File: src/rtl/tnn_pkg.sv
// +--------------------------------------------------------------------+
// | tnn_pkg : shared types and defaults for the TNN vote accumulator   |
// | Rev 1.0                                                            |
// +--------------------------------------------------------------------+
`default_nettype none

package tnn_pkg;

  localparam int DEF_N_CLASSES       = 7;
  localparam int DEF_VOTES_PER_CLASS = 8;
  localparam int CLS_W               = 3;

  typedef enum logic [1:0] {
    ST_IDLE   = 2'd0,
    ST_ACCUM  = 2'd1,
    ST_DECIDE = 2'd2,
    ST_HOLD   = 2'd3
  } state_e;

endpackage

`default_nettype wire

File: src/rtl/tnn_argmax_step.sv
// +--------------------------------------------------------------------+
// | tnn_argmax_step : one compare-and-select step of the class argmax  |
// | Rev 1.0                                                            |
// +--------------------------------------------------------------------+
`default_nettype none

module tnn_argmax_step
  import tnn_pkg::*;
#(
  parameter int CNT_W = 4
) (
  input  logic [CNT_W-1:0] cur_score,
  input  logic [CLS_W-1:0] cur_class,
  input  logic [CNT_W-1:0] cand_score,
  input  logic [CLS_W-1:0] cand_class,
  output logic [CNT_W-1:0] new_score,
  output logic [CLS_W-1:0] new_class
);

  // Strict compare keeps the earlier (lower-index) class on a tie.
  logic w_take;
  assign w_take    = (cand_score > cur_score);
  assign new_score = w_take ? cand_score : cur_score;
  assign new_class = w_take ? cand_class : cur_class;

endmodule

`default_nettype wire

File: src/rtl/tnn_vote_accum.sv
// +--------------------------------------------------------------------+
// | tnn_vote_accum : per-class popcount of neuron votes and argmax     |
// | Rev 1.0                                                            |
// +--------------------------------------------------------------------+
`default_nettype none

module tnn_vote_accum
  import tnn_pkg::*;
#(
  parameter int N_CLASSES       = DEF_N_CLASSES,
  parameter int VOTES_PER_CLASS = DEF_VOTES_PER_CLASS,
  parameter int CNT_W           = 4
) (
  input  logic             clk,
  input  logic             rst_n,
  input  logic             in_valid,
  output logic             in_ready,
  input  logic             in_vote,
  input  logic             in_last,
  output logic             out_valid,
  input  logic             out_ready,
  output logic [CLS_W-1:0] out_class,
  output logic [CNT_W-1:0] out_score,
  output logic             out_err
);

  localparam int VIDX_W = (VOTES_PER_CLASS > 1) ? $clog2(VOTES_PER_CLASS) : 1;
  localparam logic [VIDX_W-1:0] C_LAST_VOTE  = VIDX_W'(VOTES_PER_CLASS - 1);
  localparam logic [CLS_W-1:0]  C_LAST_CLASS = CLS_W'(N_CLASSES - 1);

  state_e             state_q, state_d;
  logic               in_ready_q, in_ready_d;
  logic               out_valid_q, out_valid_d;
  logic [VIDX_W-1:0]  vote_idx_q, vote_idx_d;
  logic [CLS_W-1:0]   class_idx_q, class_idx_d;
  logic [CNT_W-1:0]   class_score_q, class_score_d;
  logic [CNT_W-1:0]   best_score_q, best_score_d;
  logic [CLS_W-1:0]   best_class_q, best_class_d;
  logic [CLS_W-1:0]   out_class_q, out_class_d;
  logic [CNT_W-1:0]   out_score_q, out_score_d;
  logic               out_err_q, out_err_d;

  logic               w_accept;
  logic               w_final_beat;
  logic               w_go_decide;
  logic [CNT_W-1:0]   w_score_inc;
  logic [CNT_W-1:0]   w_cand_score;
  logic [CNT_W-1:0]   w_fold_score;
  logic [CLS_W-1:0]   w_fold_class;

  assign w_accept     = in_valid & in_ready_q;
  assign w_final_beat = (class_idx_q == C_LAST_CLASS) && (vote_idx_q == C_LAST_VOTE);
  assign w_go_decide  = w_accept && (in_last || w_final_beat);
  assign w_score_inc  = class_score_q + CNT_W'(in_vote);

  // Beats are never accepted in DECIDE, so one argmax serves both the
  // end-of-class fold (with the incoming vote) and the final partial fold.
  assign w_cand_score = (state_q == ST_DECIDE) ? class_score_q : w_score_inc;

  tnn_argmax_step #(
    .CNT_W(CNT_W)
  ) u_argmax (
    .cur_score  (best_score_q),
    .cur_class  (best_class_q),
    .cand_score (w_cand_score),
    .cand_class (class_idx_q),
    .new_score  (w_fold_score),
    .new_class  (w_fold_class)
  );

  always_comb begin
    state_d       = state_q;
    vote_idx_d    = vote_idx_q;
    class_idx_d   = class_idx_q;
    class_score_d = class_score_q;
    best_score_d  = best_score_q;
    best_class_d  = best_class_q;
    out_class_d   = out_class_q;
    out_score_d   = out_score_q;
    out_err_d     = out_err_q;

    case (state_q)
      ST_IDLE, ST_ACCUM: begin
        if (w_go_decide) begin
          class_score_d = w_score_inc;
          out_err_d     = in_last ^ w_final_beat;
          state_d       = ST_DECIDE;
        end else if (w_accept) begin
          state_d = ST_ACCUM;
          if (vote_idx_q == C_LAST_VOTE) begin
            vote_idx_d    = '0;
            class_idx_d   = class_idx_q + CLS_W'(1);
            class_score_d = '0;
            best_score_d  = w_fold_score;
            best_class_d  = w_fold_class;
          end else begin
            vote_idx_d    = vote_idx_q + VIDX_W'(1);
            class_score_d = w_score_inc;
          end
        end
      end
      ST_DECIDE: begin
        out_class_d = w_fold_class;
        out_score_d = w_fold_score;
        state_d     = ST_HOLD;
      end
      ST_HOLD: begin
        if (out_ready) begin
          vote_idx_d    = '0;
          class_idx_d   = '0;
          class_score_d = '0;
          best_score_d  = '0;
          best_class_d  = '0;
          state_d       = ST_IDLE;
        end
      end
      default: state_d = ST_IDLE;
    endcase

    // Handshake flags are registered from the next state so reset can
    // hold them low while the FSM itself already sits in IDLE.
    in_ready_d  = (state_d == ST_IDLE) || (state_d == ST_ACCUM);
    out_valid_d = (state_d == ST_HOLD);
  end

  always_ff @(posedge clk or negedge rst_n) begin
    if (!rst_n) begin
      state_q       <= ST_IDLE;
      in_ready_q    <= 1'b0;
      out_valid_q   <= 1'b0;
      vote_idx_q    <= '0;
      class_idx_q   <= '0;
      class_score_q <= '0;
      best_score_q  <= '0;
      best_class_q  <= '0;
      out_class_q   <= '0;
      out_score_q   <= '0;
      out_err_q     <= 1'b0;
    end else begin
      state_q       <= state_d;
      in_ready_q    <= in_ready_d;
      out_valid_q   <= out_valid_d;
      vote_idx_q    <= vote_idx_d;
      class_idx_q   <= class_idx_d;
      class_score_q <= class_score_d;
      best_score_q  <= best_score_d;
      best_class_q  <= best_class_d;
      out_class_q   <= out_class_d;
      out_score_q   <= out_score_d;
      out_err_q     <= out_err_d;
    end
  end

  assign in_ready  = in_ready_q;
  assign out_valid = out_valid_q;
  assign out_class = out_class_q;
  assign out_score = out_score_q;
  assign out_err   = out_err_q;

endmodule

`default_nettype wire

File: config.mk
export PLATFORM = sky130hd
export DESIGN_NAME = tnn_vote_accum
export DESIGN_NICKNAME = d
export VERILOG_FILES = /design/src/rtl/tnn_pkg.sv /design/src/rtl/tnn_argmax_step.sv /design/src/rtl/tnn_vote_accum.sv
export SDC_FILE = /design/constraint.sdc
export NUM_CORES = 1
export LEC_CHECK = 0
export ABC_AREA = 1
export CORE_MARGIN = 2
export CORE_UTILIZATION = 40
export DETAILED_ROUTE_END_ITERATION = 16
export DONT_BUFFER_PORTS = 1
export GPL_TIMING_DRIVEN = 0
export PLACE_DENSITY_LB_ADDON = 0.25
export SLEW_MARGIN = 20
export SYNTH_ARGS = -nofsm -noshare
export SYNTH_HDL_FRONTEND = slang
export SYNTH_SLANG_ARGS = --single-unit
File: constraint.sdc
create_clock -name clk -period 2.6 [get_ports clk]
set_input_delay 0.52 -clock clk [delete_from_list [all_inputs] [get_ports clk]]
set_output_delay 0.52 -clock clk [all_outputs]
set_load 0.02 [all_outputs]
Yosys cells after proc, flatten, opt, wreduce, memory -nomap -nowiden
Cells that the tools add are included.
- add/sub/neg operators: 3
- magnitude comparators: 1
- eq/ne operators: 12
- multiplexer cells: 29
- bitwise logic cells: 2
- reductions and logical operators: 12
- operator list (operator ; count):
    $mux W4 ; 9
    $mux W3 ; 11
    $pmux W3 S2 ; 3
    $pmux W4 S2 ; 2
    $ne A2 B2 Y1 const B ; 4
    $add A3 B1 Y3 const B ; 2
    $eq A2 B2 Y1 const B ; 3
    $eq A3 B3 Y1 const B ; 2
    $mux W2 ; 3
    $pmux W2 S3 ; 1
    $reduce_and A5 Y1 ; 1
    $add A4 B1 Y4 ; 1
    $eq A2 B1 Y1 const B ; 2
    $gt A4 B4 Y1 ; 1
    $logic_not A2 Y1 ; 2
    $reduce_and A4 Y1 ; 1
    $ne A3 B3 Y1 const B ; 1
    $reduce_and A3 Y1 ; 1
    $logic_and A1 B1 Y1 ; 2
    $logic_or A1 B1 Y1 ; 2
    $reduce_and A2 Y1 ; 1
    $reduce_bool A2 Y1 ; 1
    $reduce_or A2 Y1 ; 1
    $and A1 B1 Y1 ; 1
    $xor A1 B1 Y1 ; 1
- bits in registers: 29
- input port bits: 6
- output and inout bits: 10
- logic and storage cells: 70

Depth between registers and ports, before layout
Gate-level depths: netlist of run 1.
- depth in word-level cells: 8
- mapped depth: 16
- mapped depth without buffers: 16

Cells and area by module
A second synthesis of run 1 with hierarchy kept.
- cell total of the unflattened synthesis: 220
- area, all modules: 1702.9 µm²
- modules (own cells, without submodules) (module ; times used ; cells an instance ; area each (µm²)):
    tnn_vote_accum ; 1 ; 180 ; 1491.4
    tnn_argmax_step ; 1 ; 40 ; 211.5

Worst setup path before layout of run 1
Ideal clock, no wire load.
- path kind: input port to flip-flop
- from: input port in_vote
- to: register best_score_q[0]
- arrival time: 2152 ps
- setup slack: 331 ps
- stages: 13
- path through: ha_1 ha_1 o21ai_1 inv_1 ha_1 nand2_1 nand2_1 nand2_1 nand2_1 nand2_1 nand2_1 nand3_1 nand2_1
- cells in the longest elaborated chain, start to end: 8
- RTL lines (item ; RTL line ; source):
    start: declaration ; tnn_vote_accum.sv:18 ; input logic in_vote,
    $add A4 B1 Y4 * ; tnn_vote_accum.sv:54 ; assign w_score_inc = class_score_q + CNT_W'(in_vote);
    $mux W4 * ; tnn_vote_accum.sv:58 ; assign w_cand_score = (state_q == ST_DECIDE) ? class_score_q : w_score_inc;
    $gt A4 B4 Y1 ; tnn_argmax_step.sv:22 ; assign w_take = (cand_score > cur_score);
    $mux W4 * ; tnn_argmax_step.sv:23 ; assign new_score = w_take ? cand_score : cur_score;
    $mux W4 * ; tnn_vote_accum.sv:90 ; if (vote_idx_q == C_LAST_VOTE) begin
    $mux W4 * ; tnn_vote_accum.sv:88 ; end else if (w_accept) begin
    $mux W4 * ; tnn_vote_accum.sv:84 ; if (w_go_decide) begin
    $pmux W4 S2 * ; tnn_vote_accum.sv:82 ; case (state_q)
    end signal: assignment ; tnn_vote_accum.sv:146 ; best_score_q <= best_score_d;
    end: declaration ; tnn_vote_accum.sv:37 ; logic [CNT_W-1:0] best_score_q, best_score_d;
Mark *: on every way between the ends. The rest lies on a longest branch, timed or not. The select of a mux whose other input is x is not followed.
A chain may end at the register's enable or synchronous reset.

Worst setup path after layout of run 1
- from: register class_score_q[0]
- to: register best_class_q[2]
- cells in the longest elaborated chain, start to end: 8
- RTL lines (item ; RTL line ; source):
    start: declaration ; tnn_vote_accum.sv:36 ; logic [CNT_W-1:0] class_score_q, class_score_d;
    start signal: assignment ; tnn_vote_accum.sv:145 ; class_score_q <= class_score_d;
    $add A4 B1 Y4 ; tnn_vote_accum.sv:54 ;
    $mux W4 * ; tnn_vote_accum.sv:58 ;
    $gt A4 B4 Y1 * ; tnn_argmax_step.sv:22 ;
    $mux W3 * ; tnn_argmax_step.sv:24 ; assign new_class = w_take ? cand_class : cur_class;
    $mux W3 * ; tnn_vote_accum.sv:90 ;
    $mux W3 * ; tnn_vote_accum.sv:88 ;
    $mux W3 * ; tnn_vote_accum.sv:84 ;
    $pmux W3 S2 * ; tnn_vote_accum.sv:82 ;
    end signal: assignment ; tnn_vote_accum.sv:147 ; best_class_q <= best_class_d;
    end: declaration ; tnn_vote_accum.sv:38 ; logic [CLS_W-1:0] best_class_q, best_class_d;
Marks and branches as above.

==> metrics.txt, run 1 <==
met3 Track Usage GR=3.667%; number of clock sinks=29; Max-Cap Viols=0; routed wire length=2932 um; Rel. slew slack=75.89%; Logic pwr share=50.2%; Post-Synthesis Net Count=218; Design Area, Final=0.001764 sq mm; Die Span Y=67.23 um; # rows=22; Synth-to-Final Area Change=10.33%; total negative slack=0 ns; top-area cell type share of the netlist area=45.38%; initial antenna violation count=0; CP most frequent cell=nand2_1; first-pass GRT wire length=5237 um; EDFF count, synth=0; 1st-iter DRT viols=78; most numerous cell in the Yosys netlist=nand2_1; number of port buffers=0; largest net degree at the start of global routing=30; DIE WIDTH=67.23 um; RSZ-0062 raised after global routing=no; ys flop type=dfrtp_1; Period Utilization, post-route=88.72%; met1 usage=21.21%; CP arrival=2.47 ns; fillcell total=401; Seq/Total Area, Yosys=45.38%; Hold WC Path Type=input port to async pin; Ys Warns=0; Pint=1251 uW; CTS Root Cell=clkbuf_8; vias in the first global route=1203; Max FO, Critical Path=7; PD cells=1404 mW/mm^2; Max Freq=433.5 MHz; Initial Util=42.71%; cts bufs inserted=5; Slew @ Worst Pin=0.3616 ns; crit path time final=2.307 ns; io pins=16; Netlist cell types=22; Stages on worst setup path=13; CP Capture Type=flip-flop; TritonRoute pass-1 iters=4; Syn Area/Cell=7.955 sq um; GR Layer Usage met2=24.13%; biggest cell delay along the critical path=0.38 ns; clock share of power=14.1%; leak pwr=0.0009597 uW; clock slew at reported path FFs=0.06 ns; fin nets=226; CP Cell Sequence=ha_1 -> ha_1 -> o21ai_1 -> inv_1 -> ha_1 -> nand2_1 -> nand2_1 -> nand2_1 -> nand2_1 -> nand2_2 -> nand2_1 -> nand3_1 -> nand2_1; outcome=finished clean; DR vias=1267; Die ar.=0.004519 sq mm; Sw Ratio=49.49%; n_diodes=0; R2R depth=13; CTS tree=built; Crit path max-delay family=adder cells; gr ovfl total=0; IR drop worst, VDD=0.0007425 V; Mapped Cells=201; CP Data Required Time=2.77 ns; number of H-tree levels=2; CP max-delay cell=dfrtp_1; core area=0.003744 sq mm; CP Class=flip-flop to flip-flop; Hold Vio Cnt, Final=0; Setup Viol. Count Final=0; Min Hold Slack=0.06317 ns; drt drc=0; DR vias/cell=4.911; WP buf/inv=1; Max Root-Sink Buffers=2; Post-Syn Area=0.001599 sq mm; ys async rst share=100.0%; commonest cells in the synthesized netlist=nand2_1, dfrtp_1, inv_1; leading area contributor after synthesis=dfrtp_1; P_sw=1226 uW; Cell Area, Placed=0.001659 sq mm; all-layer global routing usage=15.83%; HPWL after DPL=2185 um; GR peak layer=met2; part of the power in registers=35.6%; FF+latch count, synth=29; clk_skew=0.004653 ns; WL per Instance=11.36 um; CP Launch Type=flip-flop; final weighted congestion in routability-driven placement=0.7937; share of cells above drive strength 1=11.43%; Pins Over Slew Limit=0; Tot Pwr=2477 uW; remaining antenna violation count=0; clock latency on the worst-skew pair=0.28 ns; largest cells by area after synthesis=dfrtp_1, nand2_1, ha_1
-- power by group through the flow --
stage | logic (uW) | clock network [uW] | registers, uW
2_1_floorplan | 1010 | 0 | 862
5_1_grt | 1490 | 391 | 912
4_1_cts | 1240 | 364 | 886
3_3_place_gp | 1200 | 0 | 891
6_report | 1240 | 350 | 883
3_5_place_dp | 1230 | 0 | 891
-- layer usage --
metal  up-vias  share of wire, %
met5         -                 0
met4         0               1.9
met3         6               2.9
met2        15                46
met1       590                49
li1        656                 -
-- timing repair --
action	in CTS	in global routing
endpoints found under the hold margin	29	0
resized for setup	0	1
setup buffers	0	0
hold buffers	1	0
setup endpoints to repair	0	12
-- cells by family (layout without fill, tap and decap cells) --
kind of cell	Yosys count	count (layout)	synth area share, %
flops	29	29	45.38
fa+ha+maj	11	11	8.607
mux	1	1	0.7042
xor+xnor	1	1	0.5478
buf+inv	32	41	7.903
simple gates	107	107	29.66
compound gates	20	20	7.198
-- registers in the layout, indices dropped and copies added (netlist names) --
register,count
best_class_q,3
best_score_q,4
class_idx_q,3
class_score_q,4
in_ready,1
out_class,3
out_err,1
out_score,4
out_valid,1
state_q,2
vote_idx_q,3
-- stage by stage --
| stage | util, % | std cells | setup WS, ns |
|---|---|---|---|
| 2_1_floorplan | - | 201 | 0.3306 |
| 3_3_place_gp | 44.32 | 249 | 0.08705 |
| 3_5_place_dp | 44.32 | 249 | 0.05795 |
| 4_1_cts | 47.06 | 258 | 0.2139 |
| 5_1_grt | 47.13 | 258 | 0.06400 |
| 6_report | 47.13 | 258 | 0.2934 |
-- path summary, 6_finish.rpt --
path	slack (ns)	startpoint	to
setup / recovery	0.29	class_score_q[0]$_DFFE_PN0P_	best_class_q[2]$_DFFE_PN0P_
hold / removal	0.06	rst_n	class_idx_q[2]$_DFFE_PN0P_
setup reg to reg	0.29	class_score_q[0]$_DFFE_PN0P_	best_class_q[2]$_DFFE_PN0P_
hold reg to reg	0.48	best_class_q[0]$_DFFE_PN0P_	best_class_q[0]$_DFFE_PN0P_
max in group asynchronous	2.38	rst_n	out_err$_DFFE_PN0P_
min in group clk	0.34	out_ready	out_valid$_DFF_PN0_
-- cell type report --
| class | instances | area, sq um | share of cell area, % |
|---|---|---|---|
| well taps | 48 | 60.06 | 3.404 |
| repair buffers | 1 | 20.02 | 1.135 |
| multi-input cells | 140 | 749.5 | 42.48 |
| inverters | 30 | 113.9 | 6.454 |
| plain buffers | 2 | 12.51 | 0.7092 |
| flip-flops and latches | 29 | 725.7 | 41.13 |
| clock inverters | 2 | 10.01 | 0.5674 |
| clock buffers | 6 | 72.57 | 4.113 |
-- cell usage in the layout, fill, tap and decap left out, types with 2 or more instances in the layout --
cell type  Yosys  layout
ha_1          11      11
inv_1         27      27
nand3b_1       2       2
nand2_2        2       3
nand3_1       25      25
o21ai_2        4       4
dfrtp_1       29      29
clkbuf_8       0       5
inv_2          2       2
nor2_1         3       3
clkinv_2       1       3
a21oi_1        5       5
nand2_1       71      70
o21ai_0       10      10
-- worst reg2reg max path: cells and delay by family, from the launching register on --
family	cells	cell delay, ns
fa+ha+maj	3	0.80
simple gates	8	0.79
flops	1	0.38
compound gates	1	0.19
buf+inv	1	0.06
Note: power is estimated with default switching activity, not from simulation.
==> inputs of run 2 (changes only) <==
Settings changed: CORE_UTILIZATION 40 to 60.
==> metrics.txt, run 2 (synthesized netlist as in run 1, its figures left out) <==
number of port buffers=0 (unchanged); vias in the first global route=1410 (+17%); core area=0.002500 sq mm (-33%); biggest cell delay along the critical path=0.45 ns (+0.07 ns); CP Capture Type=flip-flop; Die Span Y=55.63 um (-17%); Die ar.=0.003094 sq mm (-32%); fin nets=227 (+0.44%); Slew @ Worst Pin=0.3647 ns (+0.003071 ns); number of H-tree levels=2 (unchanged); Setup Viol. Count Final=0 (unchanged); largest net degree at the start of global routing=30 (unchanged); # rows=18 (-18%); Tot Pwr=2535 uW (+2.3%); RSZ-0062 raised after global routing=no; CP Cell Sequence=inv_2 -> nor2_2 -> buf_4 -> nand2_1 -> nand2_1 -> inv_1 -> ha_1 -> a21oi_1 -> nand2_1 -> nand2_2 -> nand2_1 -> nand3_1 -> nand2_1; fillcell total=191 (-52%); DIE WIDTH=55.63 um (-17%); CP Class=flip-flop to flip-flop; HPWL after DPL=2390 um (+9.4%); most used cells in the layout excluding fill and tap cells=nand2_1, dfrtp_1, inv_1, nand3_1, ha_1; CTS tree=built; CP max-delay cell=dfrtp_1; leading cell type in the layout, fill and taps excluded=nand2_1; DR vias/cell=5.614 (+14%); Initial Util=63.96% (+21 points); Period Utilization, post-route=91.35% (+2.6 points); PD cells=1457 mW/mm^2 (+3.8%); share of cells above drive strength 1=11.85% (+0.42 points); number of clock sinks=29 (unchanged); cts bufs inserted=5 (unchanged); crit path time final=2.375 ns (+0.06853 ns); Rel. slew slack=75.69% (-0.20 points); Max FO, Critical Path=10 (+3); clock slew at reported path FFs=0.10 ns (+0.04 ns); CTS Root Cell=clkbuf_4; leak pwr=0.0009602 uW (about the same); Max Root-Sink Buffers=2 (unchanged); TritonRoute pass-1 iters=4 (unchanged); CP arrival=2.60 ns (+0.13 ns); outcome=finished clean; Design Area, Final=0.001739 sq mm (-1.4%); Pins Over Slew Limit=0 (unchanged); drt drc=0 (unchanged); clock latency on the worst-skew pair=0.33 ns (+0.05 ns); Synth-to-Final Area Change=8.764%; io pins=16 (unchanged); gr ovfl total=0 (unchanged); CP Data Required Time=2.82 ns (+0.05 ns); first-pass GRT wire length=5699 um (+8.8%); Cell Area, Placed=0.001637 sq mm (-1.4%); initial antenna violation count=0 (unchanged); DR vias=1353 (+6.8%); routed wire length=3277 um (+12%); IR drop worst, VDD=0.001012 V (+36%); CP Launch Type=flip-flop; CP most frequent cell=nand2_1; final weighted congestion in routability-driven placement=0.8309 (+4.7%); post-CTS setup buffers=0 (unchanged); total negative slack=0 ns (unchanged); Max-Cap Viols=0 (unchanged); remaining antenna violation count=0 (unchanged); clk_skew=0.007830 ns (+0.003177 ns); Max Freq=421.0 MHz (-2.9%); 1st-iter DRT viols=39 (-50%); WL per Instance=13.60 um (+20%); Hold Vio Cnt, Final=0 (unchanged); all-layer global routing usage=23.77% (+7.9 points); n_diodes=0 (unchanged); Hold WC Path Type=input port to flip-flop
-- run 2: worst paths after layout --
path,from,to,slack (ns),cells past startpoint
hold / removal,out_ready,out_valid$_DFF_PN0_,0.27,1
setup reg to reg,state_q[1]$_DFF_PN0_,best_class_q[1]$_DFFE_PN0P_,0.22,13
max in group asynchronous,rst_n,out_err$_DFFE_PN0P_,1.82,2
min in group asynchronous,rst_n,class_score_q[3]$_DFFE_PN0P_,0.61,2
hold reg to reg,best_class_q[0]$_DFFE_PN0P_,best_class_q[0]$_DFFE_PN0P_,0.49,2
setup / recovery,state_q[1]$_DFF_PN0_,best_class_q[1]$_DFFE_PN0P_,0.22,13
-- run 2: critical path, delay by kind of cell (launching register included) --
family / cells / cell delay (ns)
buf+inv: 3 / 0.36
compound gates: 1 / 0.17
flops: 1 / 0.45
simple gates: 8 / 1.01
fa+ha+maj: 1 / 0.29
-- run 2: per-layer routing --
layer	vias up	global-route usage, %	part of all wire [%]
met5	-	0	0
li1	655	-	-
met4	0	12.20	1.5
met3	6	7.674	4.6
met1	660	28.15	42
met2	32	38.61	51
-- run 2: per-stage QoR --
step | instances | hold WS (ns) | setup WS (ns) | utilization, %
2_1_floorplan | 201 | 0.2244 | 0.3306 | -
3_3_place_gp | 231 | 0.2251 | 0.09320 | 65.47
3_5_place_dp | 231 | 0.2252 | 0.04105 | 65.47
4_1_cts | 241 | 0.2615 | 0.1801 | 69.47
5_1_grt | 241 | 0.2478 | 0.008422 | 69.57
6_report | 241 | 0.2686 | 0.2248 | 69.57
-- run 2: cell type report --
| cell class | instances | area [sq um] | area share [%] |
|---|---|---|---|
| Buffer | 2 | 12.51 | 0.7194 |
| Clock buffer | 7 | 65.06 | 3.741 |
| Clock inverter | 1 | 5.005 | 0.2878 |
| Inverter | 30 | 113.9 | 6.547 |
| Multi-Input combinational cell | 140 | 749.5 | 43.09 |
| Sequential cell | 29 | 725.7 | 41.73 |
| Tap cell | 30 | 37.54 | 2.158 |
| Timing Repair Buffer | 2 | 30.03 | 1.727 |
-- run 2: power by group --
group,switching (uW),leakage [uW],internal (uW)
Sequential,238,0.000367,650
Combinational,909,0.000552,422
Clock,159,0.0000413,157
Total,1310,0.000960,1230
-- run 2: what timing repair did --
action / 4_1_cts / 5_1_grt
resized for setup: 0 / 1
hold buffers: 2 / 0
hold endpoints to repair: 29 / 0
endpoints found under the setup margin: 0 / 14
